## src/rtl/demux16b8_pkg.sv

```systemverilog
// Shared constants and FSM state type for the registered 1-to-8 word demultiplexer.
package demux16b8_pkg;
  localparam int N_SLOTS = 8;
  localparam int SEL_W   = 3;
  localparam logic [N_SLOTS-1:0] ALL_VALID = 8'hFF;

  typedef enum logic [1:0] {
    EMPTY   = 2'd0,
    FILLING = 2'd1,
    FULLST  = 2'd2
  } state_t;
endpackage

```

## src/rtl/demux16b8_slot.sv

```systemverilog
// One held output lane: data register plus its valid flag.
module demux16b8_slot #(
  parameter int WIDTH = 16
) (
  input  logic             clk,
  input  logic             rst_n,
  input  logic             load,
  input  logic             clear,
  input  logic [WIDTH-1:0] data,
  output logic [WIDTH-1:0] q,
  output logic             valid
);

  // clear drops only the valid flag; held data survives a frame clear
  always_ff @(posedge clk or negedge rst_n) begin
    if (!rst_n) begin
      q     <= '0;
      valid <= 1'b0;
    end else if (clear) begin
      valid <= 1'b0;
    end else if (load) begin
      q     <= data;
      valid <= 1'b1;
    end
  end

endmodule

```

## src/rtl/demux16b8_seq.sv

```systemverilog
// Registered 1-to-8 demux: steers each written word into one of eight held lanes
// chosen by S or an auto-increment pointer, tracking frame fill and overwrites.
// Handshake: a word is accepted on every rising CLK edge where WE=1 and CLR=0; no backpressure.
module demux16b8_seq
  import demux16b8_pkg::*;
#(
  parameter int WIDTH = 16
) (
  input  logic               CLK,
  input  logic               RST_N,
  input  logic [WIDTH-1:0]   I,
  input  logic [SEL_W-1:0]   S,
  input  logic               WE,
  input  logic               AUTO,
  input  logic               CLR,
  output logic [WIDTH-1:0]   A,
  output logic [WIDTH-1:0]   B,
  output logic [WIDTH-1:0]   C,
  output logic [WIDTH-1:0]   D,
  output logic [WIDTH-1:0]   E,
  output logic [WIDTH-1:0]   F,
  output logic [WIDTH-1:0]   G,
  output logic [WIDTH-1:0]   H,
  output logic [N_SLOTS-1:0] V,
  output logic [SEL_W-1:0]   PTR,
  output logic               FULL,
  output logic               DONE,
  output logic               ERR,
  output state_t             dbg_state
);

  logic [SEL_W-1:0]   tgt;
  logic [N_SLOTS-1:0] hit;
  logic [N_SLOTS-1:0] v_next;
  logic [WIDTH-1:0]   q [N_SLOTS];
  state_t             state, state_nx;
  logic [SEL_W-1:0]   ptr_q, ptr_nx;
  logic               err_q, err_nx;
  logic               done_q, done_nx;

  assign tgt    = AUTO ? ptr_q : S;
  assign v_next = V | hit;

  // CLR wins over WE, so a write in a clear cycle selects no lane
  always_comb begin
    hit = '0;
    if (WE && !CLR) hit[tgt] = 1'b1;
  end

  for (genvar k = 0; k < N_SLOTS; k++) begin : g_slot
    demux16b8_slot #(.WIDTH(WIDTH)) u_slot (
      .clk   (CLK),
      .rst_n (RST_N),
      .load  (hit[k]),
      .clear (CLR),
      .data  (I),
      .q     (q[k]),
      .valid (V[k])
    );
  end

  always_ff @(posedge CLK or negedge RST_N) begin
    if (!RST_N) begin
      state  <= EMPTY;
      ptr_q  <= '0;
      err_q  <= 1'b0;
      done_q <= 1'b0;
    end else begin
      state  <= state_nx;
      ptr_q  <= ptr_nx;
      err_q  <= err_nx;
      done_q <= done_nx;
    end
  end

  always_comb begin
    state_nx = state;
    ptr_nx   = ptr_q;
    err_nx   = err_q;
    done_nx  = 1'b0;
    if (CLR) begin
      state_nx = EMPTY;
      ptr_nx   = '0;
      err_nx   = 1'b0;
    end else if (WE) begin
      if (V[tgt]) err_nx = 1'b1;
      if (AUTO) ptr_nx = ptr_q + 1'b1;
      state_nx = (v_next == ALL_VALID) ? FULLST : FILLING;
      // DONE marks only the entry into FULLST, never later overwrites
      done_nx  = (state != FULLST) && (v_next == ALL_VALID);
    end
  end

  assign A = q[0];
  assign B = q[1];
  assign C = q[2];
  assign D = q[3];
  assign E = q[4];
  assign F = q[5];
  assign G = q[6];
  assign H = q[7];

  assign PTR       = ptr_q;
  assign ERR       = err_q;
  assign DONE      = done_q;
  assign FULL      = (state == FULLST);
  assign dbg_state = state;

endmodule

```

## config.mk

```make
export PLATFORM = sky130hd
export DESIGN_NAME = demux16b8_seq
export DESIGN_NICKNAME = d
export VERILOG_FILES = /design/src/rtl/demux16b8_pkg.sv /design/src/rtl/demux16b8_slot.sv /design/src/rtl/demux16b8_seq.sv
export SDC_FILE = /design/constraint.sdc
export NUM_CORES = 1
export LEC_CHECK = 0
export CORE_MARGIN = 10
export CORE_UTILIZATION = 50
export DETAILED_ROUTE_END_ITERATION = 8
export PLACE_DENSITY = 0.84
export SLEW_MARGIN = 40
export SYNTH_ARGS = -nofsm -noshare
export SYNTH_HDL_FRONTEND = slang
export SYNTH_SLANG_ARGS = --single-unit
```

## constraint.sdc

```tcl
create_clock -name CLK -period 4.7 [get_ports CLK]
set_input_delay 0.94 -clock CLK [delete_from_list [all_inputs] [get_ports CLK]]
set_output_delay 0.94 -clock CLK [all_outputs]
set_load 0.005 [all_outputs]
```

# After elaboration in Yosys (flattened, before gate mapping)
# Index checks and enable logic that the tools add are counted.
# totals
output_inout_bits,144
register_bits,143
# classes
mux,33
n_bitwise,2
order_cmp,2
eq_ne,3
n_addsub,1
reduce_logical,25
# op_table
operator,count
$mux 1,23
$reduce_bool 2->1,11
$reduce_and 2->1,10
$mux 3,4
$eq 8x8->1 const B,1
$mux 8,1
$or 8x8->8,1
$mux 2,3
$lt 3x4->1 const B,1
$add 3x1->3 const B,1
$bmux 1 s3,1
$demux 1 s3,1
$ge 3x1->1 const B,1
$logic_and 1x1->1,3
$eq 2x2->1 const B,1
$ne 2x2->1 const B,1
$logic_not 1->1,1
$not 1->1,1

# Depth between registers and ports, before layout
# depth
ltp_word,11
depth_mapped,7
ltp_nobuf,5

# By module
# Synthesis repeated with hierarchy kept, for this count alone.
# unflattened
cells_unflattened,380
hier_area_um2,6178.4
# modules_own_cells
mod,cells_each,instances,seq_area_each_um2,area_each_um2
demux16b8_slot,38,8,425.4,695.7
demux16b8_seq,76,1,175.2,613.1

# Worst setup path after synthesis
# Ideal clock, no wire load.
# synth_timing
path_type,input to register
start,in AUTO
end,"reg state[0], in the netlist dbg_state[0]"
stages,6
path_slack_ps,1795
required_ps,4579
arrival_time_ps,2784
n_path_buf,1
cell_sequence,buf_6 or3b_4 a211oi_4 o2bb2ai_1 or4_4 a22o_1
# synth_via
elab_chain_cells,11
elab_cells_between_ends,12
classes_between,2 x order compare; 1 x eq/ne; 7 x mux; 1 x bitwise; 1 x reduce/logical
# synth_rtl
item,line,rtl
"start, declared",demux16b8_seq.sv:14,"input logic AUTO,"
$mux 3 (*),demux16b8_seq.sv:41,assign tgt = AUTO ? ptr_q : S;
$lt 3x4->1 (not written as such) or $ge 3x1->1 (tied branches),demux16b8_seq.sv:47,if (WE && !CLR) hit[tgt] = 1'b1;
$logic_and 1x1->1 (not written as such),demux16b8_seq.sv:47,
$mux 1 (not written as such),demux16b8_seq.sv:47,
$demux 1 s3 (*),demux16b8_seq.sv:47,
$mux 8 (*),demux16b8_seq.sv:47,
$or 8x8->8 (*),demux16b8_seq.sv:42,assign v_next = V | hit;
$eq 8x8->1 (*),demux16b8_seq.sv:88,state_nx = (v_next == ALL_VALID) ? FULLST : FILLING;
$mux 2 (*),demux16b8_seq.sv:88,
$mux 2 (*),demux16b8_seq.sv:85,end else if (WE) begin
$mux 2 (*),demux16b8_seq.sv:81,if (CLR) begin
"end signal, assigned",demux16b8_seq.sv:69,state <= state_nx;
"end, declared",demux16b8_seq.sv:36,"state_t state, state_nx;"
# Every way passes the cells marked *; elsewhere a longest branch is shown, timed or not. The select of a mux whose other input is x is not followed.
# A chain may end at the register's enable or synchronous reset.

# Worst setup path after layout
# layout_timing
start,in CLR
end,"reg state[0], in the netlist dbg_state[0]"
# layout_via
elab_chain_cells,8
elab_cells_between_ends,9
classes_between,1 x eq/ne; 4 x mux; 1 x bitwise; 3 x reduce/logical
# layout_rtl
item,line,rtl
"start, declared",demux16b8_seq.sv:15,"input logic CLR,"
$logic_not 1->1,demux16b8_seq.sv:47,
$logic_and 1x1->1,demux16b8_seq.sv:47,
$mux 8,demux16b8_seq.sv:47,
$or 8x8->8,demux16b8_seq.sv:42,
$eq 8x8->1,demux16b8_seq.sv:88,
$mux 2,demux16b8_seq.sv:88,
$mux 2,demux16b8_seq.sv:85,
$mux 2,demux16b8_seq.sv:81,
# Parallel ways exist; a longest one is shown, timed or not. The select of a mux whose other input is x is not followed.

==> summary.txt <==
Route
  • DR vias: around 3700
  • Detail Route Antenna Nets: 0
  • Avg WL per Cell: approximately 23 um
  • Drt drc: 0
  • DR vias/cell: around 5.4
  • Final wirelength: ~16 mm
  • DR pass1 iterations: 4
  • Initial drt markers: around 300

Synth
  • Seq cells post-synth: between 100 and 150
  • Avg Inst Size Synth: about 16 um2
  • Number of library cell types mapped by synthesis: 31
  • Ys async rst share: 100%
  • Synth top cells by count: dfrtp_1, mux2_2, nor2_1
  • Count leader, synth: dfrtp_1
  • Top cell type's share of synthesized area: a little under two thirds
  • Post-synth EDFFs: 0
  • Xor and xnor fraction of the mapped netlist area: less than 1%
  • Synth Area in Adders: 0.222%
  • Area leader, netlist: dfrtp_1
  • Sequential element share of the synthesized area: 63.5%
  • Yosys warnings: 0
  • Syn Inst Count: 362
  • Post-synthesis compound-gate area fraction: between 3 and 4%
  • Main area contributors after synthesis: dfrtp_1, mux2_2, mux2_1, a211oi_4, buf_4
  • Combinational family with the most area after synthesis: multiplexers
  • Post-synth top flop: dfrtp_1
  • Net Count, Synth: roughly 390
  • Simple-gate share of the synthesized area: slightly below 3%
  • Mapped cell area: between 5000 and 6000 um2
  • Post-synthesis mux area share: 26.7%

Timing
  • # setup viols final: 0
  • Hold Fails Final Rpt: 0
  • Fin Setup TNS: 0 ps
  • Max Freq: between 0.2 and 0.3 GHz
  • Clock Skew: between 6 and 7 ps
  • Period utilization: 73.1%
  • RSZ-0062 raised after global routing: no
  • Slew HR: between 40% and 50%
  • Slew Limit Fails: 0
  • Slew @ Worst Pin: between 700 and 800 ps
  • Final worst path period need: ~3400 ps

Global route
  • Busiest grt layer: met2
  • Met2 Usage GRT: roughly 33%
  • Grt met3 use: under 10%
  • Largest net degree at the start of global routing: 118
  • Initial antenna violation count: 0
  • First-pass GRT wire length: 24.6 mm
  • Global route total overflow: 0
  • Vias in the first global route: between 4000 and 5000
  • GRT Overall Usage: between 10% and 20%
  • GRT met1 Usage: about a fifth

Power
  • Sequential share of power: between 40% and 50%
  • Design Power: a little over 4000 uW
  • PwrDens: between 500 and 600 nW/um2
  • Pint: 3160 uW
  • Max IR drop VDD: 0.324 mV
  • Clock power share: 36.3%
  • Sw Share: a little under a quarter
  • P_leak: between 0.003 and 0.004 uW
  • Net switching power: roughly 980 uW
  • Logic pwr share: about a quarter

Placed design
  • PortBufs: about 170
  • Routability Congestion: 0.987
  • Detail Placement HPWL: between 10 and 15 mm

Layout
  • Antenna fix cells: 0
  • Finished Core Util: around 74%
  • Fin nets: 560
  • Share of post-route cells with drive strength above 1: 31.0%
  • Fillers: ~710
  • Area growth syn-to-layout: 44.4%

Worst setup path
  • CP max stage cell: clkdlybuf4s50_1
  • Endpoint type of the worst setup path: register
  • Slowest stage delay, CP: between 600 and 700 ps
  • Worst EP arrival: around 3700 ps
  • Critical path cell sequence: clkdlybuf4s50_1 > nand2b_1 > a211oi_4 > buf_4 > o22ai_1 > or4_4 > a22o_1
  • R2R Setup Slk: approximately 2300 ps
  • WP data required: about 5000 ps
  • CP startpoint kind: primary input
  • Buffer and inverter count on the worst path: 2
  • Kind of critical path: primary input to register
  • Crit path max-delay family: simple AND/OR/NAND/NOR gates
  • Crit Path Max Fanout: 18

CTS
  • H-tree level count: 4
  • Hold buffers post-CTS: 0
  • CTS tree: built
  • Total setup buffers inserted after CTS: 0
  • Worst-Skew Late Latency: roughly 400 ps
  • Clk buf depth: 2
  • Root Driver: clkbuf_16
  • CTS Buf Count: 17
  • Clk pin slew, worst setup/hold paths: roughly 60 ps
  • CTS Sinks: roughly 140
  • Gates resized, CTS repair: 0

Floorplanning
  • Die area: ~16000 um2
  • Initial core utilization: about half
  • Core area: 10900 um2
  • Die width: around 130 um
  • Die Span Y: 126 um
  • FP Rows: 38
  • I/O Pins: 168

Status
  • Status: finished clean

Flow run
  • Max Cap Violations: 0

Min path
  • Hold crit path type: primary input to asynchronous set/reset pin
## stage by stage
stage | hold WS, ps | setup slack, ps | std cells | cell area (um2)
3_5_place_dp | 484 | 860 | 655 | 7440
4_1_cts | 499 | 1310 | 687 | 8110
6_report | 421 | 1260 | 688 | 8130
5_1_grt | 425 | 1130 | 688 | 8130
2_1_floorplan | 483 | 1800 | 362 | 5630
3_3_place_gp | 468 | 931 | 655 | 7440
## sequential cells by signal, summed over array words and instances (netlist names)
name	cells
g_slot.u_slot.valid	8
g_slot.u_slot.q	128
dbg_state	2
DONE	1
PTR	3
ERR	1
## cell families after synthesis
group / count (synthesis)
flops: 143
mux: 134
simple gates: 30
buf+inv: 28
compound gates: 24
xor+xnor: 2
fa+ha+maj: 1
## layout make-up
type	instances	area (um2)	area share (%)
timing repair buffer	177	1770	21.8
sequential	143	3580	44.0
multi-input combinational	191	1920	23.6
tap	140	175	2.15
inverter	5	18.8	0.231
clock inverter	9	178	2.18
clock buffer	23	488	6.00
## worst paths after layout
check,from,depth (start not counted),to
worst min register to register,g_slot[6].u_slot.q[9],1,g_slot[6].u_slot.q[9]
min in group CLK,g_slot[6].u_slot.q[9],1,g_slot[6].u_slot.q[9]
worst max-delay path,CLR,7,dbg_state[0]
max in group asynchronous,RST_N,2,PTR[2]
worst min-delay path,RST_N,1,g_slot[0].u_slot.q[3]
worst max register to register,PTR[0],6,dbg_state[0]
## placed cells by master, fill, tap and decap left out, drive strengths merged, types with 2 or more instances in the layout
cell / n
clkinv: 3
dfrtp: 143
mux2: 129
a21oi: 9
nand3b: 3
inv: 6
clkbuf: 23
or3b: 3
a211oi: 5
buf: 11
o2bb2ai: 3
xor2: 2
clkdlybuf4s50: 166
a211o: 3
mux2i: 5
nand3: 3
nor2: 13
bufinv: 5
nand2: 3
## metal layers
| metal | part of all wire [%] | vias to the layer above |
|---|---|---|
| met1 | 36 | 1907 |
| met2 | 51 | 162 |
| li1 | - | 1623 |
| met4 | 2.6 | 0 |
| met3 | 11 | 32 |
| met5 | 0 | - |
## power by group through the flow
stage          sequential (uW)  combinational [uW]  clock (uW)
6_report                  1650                 983        1500
5_1_grt                   1680                1050        1570
4_1_cts                   1650                1000        1520
3_5_place_dp              1670                 989           0
3_3_place_gp              1650                 965           0
2_1_floorplan             1670                 260           0
(Power assumes the default switching activity.)
